## config.mk

```make
export PLATFORM = sky130hd
export DESIGN_NAME = spi_wave_rx_flat
export DESIGN_NICKNAME = d
export VERILOG_FILES = /design/src/rtl/spi_wave_pkg.sv /design/src/rtl/spi_wave_rx_if.sv /design/src/rtl/spi_wave_fifo.sv /design/src/rtl/spi_wave_rx.sv /design/src/flat_wrapper.sv
export SDC_FILE = /design/constraint.sdc
export NUM_CORES = 1
export LEC_CHECK = 0
export CAP_MARGIN = 20
export CORE_ASPECT_RATIO = 0.9
export CORE_UTILIZATION = 45
export CTS_CLUSTER_SIZE = 12
export DETAILED_ROUTE_END_ITERATION = 16
export PLACE_DENSITY = 0.7
export SKIP_LAST_GASP = 1
export SYNTH_ARGS = -nofsm -noshare
export SYNTH_HDL_FRONTEND = slang
export SYNTH_SLANG_ARGS = --single-unit
```

## constraint.sdc

```tcl
create_clock -name clk -period 8.2 [get_ports clk]
set_clock_uncertainty 0.05 [all_clocks]
set_input_delay 0.82 -clock clk [delete_from_list [all_inputs] [get_ports clk]]
set_output_delay 0.82 -clock clk [all_outputs]
set_load 0.02 [all_outputs]
```

## src/rtl/spi_wave_pkg.sv

```systemverilog
`default_nettype none
// ============================================================================
// Module      : spi_wave_pkg
// Description : Shared constants and SPI mode helper for the wave SPI receiver.
// Revision    : 1.0 - initial release
// ============================================================================
package spi_wave_pkg;

    localparam int c_SYNC_STAGES = 3;
    localparam int c_DATA_W_MIN  = 2;
    localparam int c_DATA_W_MAX  = 32;

    // Modes 0 and 3 sample on the rising SCK edge, modes 1 and 2 on the falling one.
    function automatic logic sample_on_rise(input logic cpol, input logic cpha);
        return (cpol == cpha);
    endfunction

endpackage
`default_nettype wire

```

## src/rtl/spi_wave_rx_if.sv

```systemverilog
`default_nettype none
// ============================================================================
// Module      : spi_wave_rx_if
// Description : SPI pin and receive-FIFO handshake bundle for spi_wave_rx.
// Revision    : 1.0 - initial release
// ============================================================================
interface spi_wave_rx_if #(
    parameter int DATA_W = 16
);
    logic              enable;
    logic              SCK;
    logic              SSEL;
    logic              MOSI;
    logic              MISO;
    logic              MISO_OE;
    logic [DATA_W-1:0] TX_WORD;
    logic [DATA_W-1:0] DATA_OUT;
    logic              DATA_VALID;
    logic              DATA_POP;
    logic              DATA_READY;
    logic              OVERFLOW;
    logic              FRAME_ERR;

    modport slave (
        input  enable, SCK, SSEL, MOSI, TX_WORD, DATA_POP,
        output MISO, MISO_OE, DATA_OUT, DATA_VALID, DATA_READY, OVERFLOW, FRAME_ERR
    );

    modport master (
        output enable, SCK, SSEL, MOSI, TX_WORD, DATA_POP,
        input  MISO, MISO_OE, DATA_OUT, DATA_VALID, DATA_READY, OVERFLOW, FRAME_ERR
    );
endinterface
`default_nettype wire

```

## src/rtl/spi_wave_fifo.sv

```systemverilog
`default_nettype none
// ============================================================================
// Module      : spi_wave_fifo
// Description : Synchronous FIFO for received SPI words; pop precedes push.
// Revision    : 1.0 - initial release
// ============================================================================
module spi_wave_fifo #(
    parameter int WIDTH = 16,
    parameter int DEPTH = 8
) (
    input  logic             clk,
    input  logic             rst_n,
    input  logic             i_push,
    input  logic [WIDTH-1:0] i_wdata,
    input  logic             i_pop,
    output logic [WIDTH-1:0] o_rdata,
    output logic             o_full,
    output logic             o_empty
);
    localparam int                c_ADDR_W = $clog2(DEPTH);
    localparam logic [c_ADDR_W:0] c_FULL   = (c_ADDR_W + 1)'(DEPTH);

    logic [WIDTH-1:0]    r_mem [DEPTH];
    logic [c_ADDR_W-1:0] r_wr_ptr;
    logic [c_ADDR_W-1:0] r_rd_ptr;
    logic [c_ADDR_W:0]   r_count;
    logic                w_do_push;
    logic                w_do_pop;

    assign o_empty   = (r_count == '0);
    assign o_full    = (r_count == c_FULL);
    assign w_do_pop  = i_pop & ~o_empty;
    // A pop in the same cycle frees the slot, so a push into a full FIFO still lands.
    assign w_do_push = i_push & (~o_full | w_do_pop);
    assign o_rdata   = o_empty ? '0 : r_mem[r_rd_ptr];

    always_ff @(posedge clk) begin
        if (w_do_push) begin
            r_mem[r_wr_ptr] <= i_wdata;
        end
    end

    always_ff @(posedge clk) begin
        if (!rst_n) begin
            r_wr_ptr <= '0;
            r_rd_ptr <= '0;
            r_count  <= '0;
        end else begin
            if (w_do_push) begin
                r_wr_ptr <= r_wr_ptr + 1'b1;
            end
            if (w_do_pop) begin
                r_rd_ptr <= r_rd_ptr + 1'b1;
            end
            case ({w_do_push, w_do_pop})
                2'b10:   r_count <= r_count + 1'b1;
                2'b01:   r_count <= r_count - 1'b1;
                default: r_count <= r_count;
            endcase
        end
    end

endmodule
`default_nettype wire

```

## src/rtl/spi_wave_rx.sv

```systemverilog
`default_nettype none
// ============================================================================
// Module      : spi_wave_rx
// Description : Oversampling SPI slave with receive FIFO and MISO word shifter.
// Revision    : 1.0 - initial release
// ============================================================================
module spi_wave_rx
    import spi_wave_pkg::*;
#(
    parameter int DATA_W     = 16,
    parameter int FIFO_DEPTH = 8,
    parameter bit CPOL       = 1'b0,
    parameter bit CPHA       = 1'b0,
    parameter bit MSB_FIRST  = 1'b1
) (
    input  logic         clk,
    input  logic         rst_n,
    spi_wave_rx_if.slave bus
);
    localparam int                 c_CNT_W       = $clog2(DATA_W);
    localparam logic [c_CNT_W-1:0] c_LAST        = c_CNT_W'(DATA_W - 1);
    localparam int                 c_HI          = c_SYNC_STAGES - 1;
    localparam bit                 c_SAMPLE_RISE = sample_on_rise(CPOL, CPHA);

    generate
        if (DATA_W < c_DATA_W_MIN || DATA_W > c_DATA_W_MAX) begin : g_bad_width
            $error("spi_wave_rx: DATA_W out of range");
        end
    endgenerate

    logic [c_SYNC_STAGES-1:0] r_sck_s;
    logic [c_SYNC_STAGES-1:0] r_ssel_s;
    logic [c_SYNC_STAGES-1:0] r_mosi_s;
    logic [c_CNT_W-1:0]       r_bit_cnt;
    logic [DATA_W-1:0]        r_rx_sh;
    logic [DATA_W-1:0]        r_tx_sh;
    logic                     r_tx_armed;
    logic                     r_miso;
    logic                     r_push;
    logic                     r_overflow;
    logic                     r_frame_err;

    logic                     w_sck_rise;
    logic                     w_sck_fall;
    logic                     w_sample;
    logic                     w_shift;
    logic                     w_active;
    logic                     w_last;
    logic                     w_mosi;
    logic                     w_pop;
    logic                     w_full;
    logic                     w_empty;
    logic [DATA_W-1:0]        w_fifo_rdata;
    logic [DATA_W-1:0]        w_rx_next;
    logic                     w_load_bit;
    logic [DATA_W-1:0]        w_load_rest;
    logic                     w_tx_bit;
    logic [DATA_W-1:0]        w_tx_rest;

    always_ff @(posedge clk) begin
        if (!rst_n) begin
            r_sck_s  <= {c_SYNC_STAGES{CPOL}};
            r_ssel_s <= '1;
            r_mosi_s <= '0;
        end else begin
            r_sck_s  <= {r_sck_s[c_HI-1:0], bus.SCK};
            r_ssel_s <= {r_ssel_s[c_HI-1:0], bus.SSEL};
            r_mosi_s <= {r_mosi_s[c_HI-1:0], bus.MOSI};
        end
    end

    assign w_sck_rise = (r_sck_s[c_HI -: 2] == 2'b01);
    assign w_sck_fall = (r_sck_s[c_HI -: 2] == 2'b10);
    assign w_sample   = c_SAMPLE_RISE ? w_sck_rise : w_sck_fall;
    assign w_shift    = c_SAMPLE_RISE ? w_sck_fall : w_sck_rise;
    assign w_active   = ~r_ssel_s[c_HI] & bus.enable;
    assign w_mosi     = r_mosi_s[c_HI];
    assign w_last     = (r_bit_cnt == c_LAST);

    generate
        if (MSB_FIRST) begin : g_msb_first
            assign w_rx_next   = {r_rx_sh[DATA_W-2:0], w_mosi};
            assign w_load_bit  = bus.TX_WORD[DATA_W-1];
            assign w_load_rest = {bus.TX_WORD[DATA_W-2:0], 1'b0};
            assign w_tx_bit    = r_tx_sh[DATA_W-1];
            assign w_tx_rest   = {r_tx_sh[DATA_W-2:0], 1'b0};
        end else begin : g_lsb_first
            assign w_rx_next   = {w_mosi, r_rx_sh[DATA_W-1:1]};
            assign w_load_bit  = bus.TX_WORD[0];
            assign w_load_rest = {1'b0, bus.TX_WORD[DATA_W-1:1]};
            assign w_tx_bit    = r_tx_sh[0];
            assign w_tx_rest   = {1'b0, r_tx_sh[DATA_W-1:1]};
        end
    endgenerate

    // Receive path: leaving the active state mid-word is a framing error.
    always_ff @(posedge clk) begin
        if (!rst_n) begin
            r_bit_cnt   <= '0;
            r_rx_sh     <= '0;
            r_push      <= 1'b0;
            r_frame_err <= 1'b0;
        end else begin
            r_push <= 1'b0;
            if (!w_active) begin
                r_bit_cnt <= '0;
                r_rx_sh   <= '0;
                if (r_bit_cnt != '0) begin
                    r_frame_err <= 1'b1;
                end
            end else if (w_sample) begin
                r_rx_sh <= w_rx_next;
                if (w_last) begin
                    r_bit_cnt <= '0;
                    r_push    <= 1'b1;
                end else begin
                    r_bit_cnt <= r_bit_cnt + 1'b1;
                end
            end
        end
    end

    // CPHA=0 presents the first bit at load and skips the trailing edge after a wrap;
    // CPHA=1 emits every bit on a leading edge.
    always_ff @(posedge clk) begin
        if (!rst_n) begin
            r_tx_sh    <= '0;
            r_tx_armed <= 1'b0;
            r_miso     <= 1'b0;
        end else if (!w_active) begin
            r_tx_sh    <= '0;
            r_tx_armed <= 1'b0;
            r_miso     <= 1'b0;
        end else if (!r_tx_armed) begin
            r_tx_armed <= 1'b1;
            if (CPHA) begin
                r_tx_sh <= bus.TX_WORD;
            end else begin
                r_tx_sh <= w_load_rest;
                r_miso  <= w_load_bit;
            end
        end else begin
            if (w_sample && w_last) begin
                r_tx_armed <= 1'b0;
            end
            if (w_shift && (CPHA || (r_bit_cnt != '0))) begin
                r_miso  <= w_tx_bit;
                r_tx_sh <= w_tx_rest;
            end
        end
    end

    assign w_pop = bus.DATA_POP & ~w_empty;

    always_ff @(posedge clk) begin
        if (!rst_n) begin
            r_overflow <= 1'b0;
        end else if (r_push && w_full && !w_pop) begin
            r_overflow <= 1'b1;
        end
    end

    spi_wave_fifo #(
        .WIDTH (DATA_W),
        .DEPTH (FIFO_DEPTH)
    ) u_fifo (
        .clk     (clk),
        .rst_n   (rst_n),
        .i_push  (r_push),
        .i_wdata (r_rx_sh),
        .i_pop   (w_pop),
        .o_rdata (w_fifo_rdata),
        .o_full  (w_full),
        .o_empty (w_empty)
    );

    assign bus.MISO       = w_active & r_miso;
    assign bus.MISO_OE    = w_active;
    assign bus.DATA_OUT   = w_fifo_rdata;
    assign bus.DATA_VALID = ~w_empty;
    assign bus.DATA_READY = r_push;
    assign bus.OVERFLOW   = r_overflow;
    assign bus.FRAME_ERR  = r_frame_err;

endmodule
`default_nettype wire
```

## src/flat_wrapper.sv

```systemverilog
// flat-port wrapper written by rule: the top's interface ports become plain ports
module spi_wave_rx_flat import spi_wave_pkg::*;
#(
    parameter int DATA_W     = 16,
    parameter int FIFO_DEPTH = 8,
    parameter bit CPOL       = 1'b0,
    parameter bit CPHA       = 1'b0,
    parameter bit MSB_FIRST  = 1'b1
)
  (clk, rst_n, bus_enable, bus_SCK, bus_SSEL, bus_MOSI, bus_TX_WORD, bus_DATA_POP, bus_MISO, bus_MISO_OE, bus_DATA_OUT, bus_DATA_VALID, bus_DATA_READY, bus_OVERFLOW, bus_FRAME_ERR);
  spi_wave_rx_if #(.DATA_W(DATA_W)) bus_i ();
  input  logic clk;
  input  logic rst_n;
  input wire logic [$bits(bus_i.enable)-1:0] bus_enable;
  input wire logic [$bits(bus_i.SCK)-1:0] bus_SCK;
  input wire logic [$bits(bus_i.SSEL)-1:0] bus_SSEL;
  input wire logic [$bits(bus_i.MOSI)-1:0] bus_MOSI;
  input wire logic [$bits(bus_i.TX_WORD)-1:0] bus_TX_WORD;
  input wire logic [$bits(bus_i.DATA_POP)-1:0] bus_DATA_POP;
  output wire logic [$bits(bus_i.MISO)-1:0] bus_MISO;
  output wire logic [$bits(bus_i.MISO_OE)-1:0] bus_MISO_OE;
  output wire logic [$bits(bus_i.DATA_OUT)-1:0] bus_DATA_OUT;
  output wire logic [$bits(bus_i.DATA_VALID)-1:0] bus_DATA_VALID;
  output wire logic [$bits(bus_i.DATA_READY)-1:0] bus_DATA_READY;
  output wire logic [$bits(bus_i.OVERFLOW)-1:0] bus_OVERFLOW;
  output wire logic [$bits(bus_i.FRAME_ERR)-1:0] bus_FRAME_ERR;
  assign bus_i.enable = bus_enable;
  assign bus_i.SCK = bus_SCK;
  assign bus_i.SSEL = bus_SSEL;
  assign bus_i.MOSI = bus_MOSI;
  assign bus_i.TX_WORD = bus_TX_WORD;
  assign bus_i.DATA_POP = bus_DATA_POP;
  assign bus_MISO = bus_i.MISO;
  assign bus_MISO_OE = bus_i.MISO_OE;
  assign bus_DATA_OUT = bus_i.DATA_OUT;
  assign bus_DATA_VALID = bus_i.DATA_VALID;
  assign bus_DATA_READY = bus_i.DATA_READY;
  assign bus_OVERFLOW = bus_i.OVERFLOW;
  assign bus_FRAME_ERR = bus_i.FRAME_ERR;
  spi_wave_rx #(.DATA_W(DATA_W), .FIFO_DEPTH(FIFO_DEPTH), .CPOL(CPOL), .CPHA(CPHA), .MSB_FIRST(MSB_FIRST)) u_core (.clk(clk), .rst_n(rst_n), .bus(bus_i));
endmodule
```

Word-level counts from Yosys, hierarchy flattened
Memories as Yosys holds them, arrays and structs flattened. A register that Yosys moved wholly into a read port is not among the register bits.
Cells that the tools add are included.
Storage, ports and cells
  bits in writable memories: 128
  output and inout bits: 22
  input bits: 23
  memories kept: 1
  logic and storage cells: 62
  flip-flop bits (word level): 59
Cells by class
  add/sub/neg operators: 5
  reduce and logical (&&, ||, !) cells: 11
  bitwise operators: 10
  equality and inequality tests: 7
  muxes and demuxes: 14
Memories
  u_core.u_fifo.r_mem: depth 8, bits a word 16, read ports 1, clocked after memory_dff 1, wr ports 1, RTL line spi_wave_fifo.sv:23  | logic [WIDTH-1:0] r_mem [DEPTH];
Operators with widths (number)
  $mux 16: 3
  $add 4x1->4 const B: 2
  $eq 4x4->1 const B: 2
  $pmux 4 s2: 1
  $mux 1: 7
  $add 3x1->3 const B: 2
  $mux 3: 2
  $and 1x1->1: 5
  $eq 2x1->1 const B: 2
  $eq 2x2->1 const B: 2
  $logic_and 1x1->1: 4
  $logic_not 4->1: 1
  $mux 4: 1
  $not 1->1: 4
  $reduce_and 2->1: 2
  $reduce_bool 4->1: 1
  $sub 4x1->4 const B: 1
  $reduce_and 3->1: 1
  $ne 2x2->1 const B: 1
  $reduce_bool 2->1: 1
  $logic_not 1->1: 1
  $or 1x1->1: 1

Depth between registers and ports, before layout
  depth in word-level cells: 8
  depth in mapped cells: 8
  gate-level depth less buffers: 7

Cells and area by module
From an unflattened synthesis, not the netlist that was laid out.
Second synthesis, totals
  cells, all modules: 514
  area total of the unflattened synthesis: 7608.5 sq um
By module, submodules not included
  spi_wave_fifo: cells each 288, area each 5611.6 sq um, instances 1, sequential area each 4103.9 sq um
  spi_wave_rx: cells each 226, area each 1996.9 sq um, instances 1, sequential area each 980.9 sq um

Least setup slack after synthesis
Ideal clock, no wire load.
  kind: input port to flip-flop
  start: input bus_DATA_POP
  end: memory u_core.u_fifo.r_mem[0][0], enable pin
  library setup time: 430 ps
  cell stages on the path: 3
  buffers on the path: 0
  required time: 7720 ps
  setup slack: 5053 ps
  data arrival time: 2666 ps
  path through: nand2b_1 > o21ai_4 > nor4_1
On the way
  cells in the longest elaborated chain, start to end: 6
Ends and longest elaborated chain
  start: declaration: RTL line flat_wrapper.sv:19  | input wire logic [$bits(bus_i.DATA_POP)-1:0] bus_DATA_POP;
  $and 1x1->1: RTL line spi_wave_rx.sv:153  | assign w_pop = bus.DATA_POP & ~w_empty;
  $and 1x1->1: RTL line spi_wave_fifo.sv:32  | assign w_do_pop = i_pop & ~o_empty;
  $or 1x1->1: RTL line spi_wave_fifo.sv:34  | assign w_do_push = i_push & (~o_full | w_do_pop);
  $and 1x1->1: RTL line spi_wave_fifo.sv:34
  $mux 1: RTL line spi_wave_fifo.sv:38  | if (w_do_push) begin
  $mux 1 (not written as such): RTL line spi_wave_fifo.sv:39  | r_mem[r_wr_ptr] <= i_wdata;
  end: declaration: RTL line spi_wave_fifo.sv:23
No other way between the ends.

==> impl_metrics.ini <==
[timing]
max_freq_mhz = 283.2
setup_slack_ns = 4.669
setup_viol_count_final = 0
rsz0062_at_grt = no
slew_headroom_pct = 28.05
period_needed_ns = 3.531
fin_tns_setup_ns = 0
slew_violations = 0
min_period_over_period_pct = 43.07
hold_viol_final = 0
worst_slew_pin_slew_ns = 1.076

[cts]
h-tree-depth = 4
clkSinkCount = 190
cts_resized = 0
cts_made_buffers = 17
cts_buffer_depth = 2
cts_setup_buffers = 0
path_clk_slew_ns = 0.06
cts_root_buffer = clkbuf_16
cts_tree = built
clk_latency_ns = 0.43
holdBufCountCts = 0

[yosys]
synth.cell_area_sq_um = 7442
synthesis.nets = 515
synth_warnings = 0
syn_avg_cell_area_sq_um = 15.28
synth-edff-count = 128
synthCells = 487
yosysUniqueCellTypes = 43
ys_seq_area_share_pct = 68.33
synth_async_sr_flop_share_pct = 0
ys.flop_type = edfxtp_1
ys_seq_elements = 190

[flow_run]
drv_cap = 0

[pwr]
power.density_nw_per_um2 = 257.7
p_leak_nw = 2.622
peakVddDrop_v = 0.0001641
power_mw = 2.223

[die]
dieArea_sq_um = 17060
ios = 45
start_util_pct = 46.14
core_sq_um = 16130
die_h_um = 124
placementRows = 44
die_width_um = 137.6

[placed_design]
place_hpwl_um = 7755
placed_cell_area_sq_um = 8098
dp_slack_ns = 4.915
gp_congestion = 0.7882
io_buffers = 44

[worst_setup_path]
crit_path_start_kind = register
worstSetupPathType = register to output port
path_delay_family = buffers and inverters
cp-end-kind = output port
crit_path_max_fanout = 32
cpPeakStageDelay_ns = 0.60
cp.required_ns = 7.33
crit_chain = buf_4 -> mux4_2 -> mux2i_1 -> nor2_1 -> clkdlybuf4s50_1
critPathBufInv = 2
arrival_ns = 2.66
slowest_stage = mux4_2

[detailed_routing]
wl_per_cell_um = 17.83
totalWireLength_um = 13290
vias = 3966
drt_iter0_drc = 186
viasPerCell = 5.323
ant_nets = 0
first_pass_iters = 4
drc = 0

[global_route]
grt_pass1_wl_um = 21020
overflow = 0
track_usage_pct = 17.17
grt_max_degree = 34
antenna_found_initial = 0
grt_pass1_vias = 4080

[layout]
fillers = 1286
drive_gt1_share_pct = 15.61
layout_commonest_cell = edfxtp_1
synthToLayoutAreaGrowth_pct = 15.89
final_cell_mix = edfxtp_1, dfxtp_1, clkdlybuf4s50_1
design_area_sq_um = 8625
final_nets = 553
diodes = 0

[min_path]
hold_path_class = register to register

[status]
status = complete, no violations
## through the flow
step	hold WS (ns)	utilization [%]	cells
floorplan	0.3363	-	487
detailed placement	0.3421	50.20	712
CTS	0.3578	53.37	744
global route	0.3820	53.47	745
finish	0.3572	53.47	745
global placement	0.3410	50.20	712
## cells in the mapped netlist (2+ instances only)
library cell	number	area share [%]
edfxtp_1	128	52
dfxtp_1	62	17
nand2_1	43	2.2
nor2_1	43	2.2
mux2i_1	34	4.6
mux4_2	32	9.7
a21oi_1	20	1.3
a211oi_1	15	1.5
clkbuf_1	15	0.76
and2_1	12	1.0
buf_2	9	0.61
nand2b_1	8	0.67
nor2b_1	8	0.67
nor3_1	6	0.40
ha_1	5	0.84
xnor2_1	5	0.59
buf_1	4	0.20
buf_6	3	0.45
xor2_1	3	0.35
a31oi_1	2	0.17
and3_1	2	0.17
inv_1	2	0.10
nand3_1	2	0.13
nand3b_1	2	0.20
nor3b_1	2	0.20
o211ai_1	2	0.20
o21a_1	2	0.20
## flip-flops by register name (all words and copies together) (netlist names), named ones only
name,flops
u_core.r_tx_armed,1
u_core.bus.DATA_READY,1
u_core.r_miso,1
u_core.u_fifo.r_mem,128
u_core.u_fifo.r_wr_ptr,3
u_core.r_bit_cnt,4
u_core.r_tx_sh,15
u_core.r_ssel_s,3
u_core.u_fifo.r_rd_ptr,3
u_core.bus.OVERFLOW,1
u_core.r_sck_s,3
u_core.r_mosi_s,3
u_core.bus.FRAME_ERR,1
u_core.u_fifo.r_count,4
u_core.r_rx_sh,16
## path summary, 6_finish.rpt
kind	from	endpoint	slack, ns	cells past startpoint
max	register	bus_DATA_OUT[14]	4.67	5
min	u_core.r_ssel_s[0]	u_core.r_ssel_s[1]	0.36	1
max reg2reg	u_core.u_fifo.r_count[1]	u_core.u_fifo.r_mem[6][3]	5.55	3
min reg2reg	u_core.r_ssel_s[0]	u_core.r_ssel_s[1]	0.36	1
## area by class of cell
class / count / area, sq um / area share [%]
Clock inverter: 12 / 75.07 / 0.8704
Tap cell: 207 / 259.0 / 3.003
Timing Repair Buffer: 50 / 493.0 / 5.716
Multi-Input combinational cell: 263 / 2262 / 26.23
Clock buffer: 20 / 436.7 / 5.063
Inverter: 3 / 11.26 / 0.1306
Sequential cell: 190 / 5087 / 58.99
## per-layer routing
layer	track usage (%)	vias to the layer above	part of all wire (%)
li1	-	1901	-
met1	21.98	1964	46
met2	27.61	84	49
met3	5.128	17	4.4
met4	6.319	0	1.3
met5	0	-	0
## cell families after synthesis
group	after synthesis	share of synthesized area, %
simple gates	134	8.591
compound gates	50	4.876
flops	190	68.33
buf+inv	34	2.169
mux	66	14.26
xor+xnor	8	0.9415
fa+ha+maj	5	0.8406
## worst register-to-register path: stages (launching register included)
cell      delay (ns)
dfxtp_1         0.55
or3_1           0.44
o211ai_1        0.33
nor2_2          0.88
## power by group
group / leakage (nW) / total [mW] / switching (mW) / internal, mW
registers: 1.61 / 1.05 / 0.0253 / 1.02
logic: 0.767 / 0.456 / 0.232 / 0.224
clock network: 0.241 / 0.718 / 0.335 / 0.383
Power figures use the tool's default switching activity.
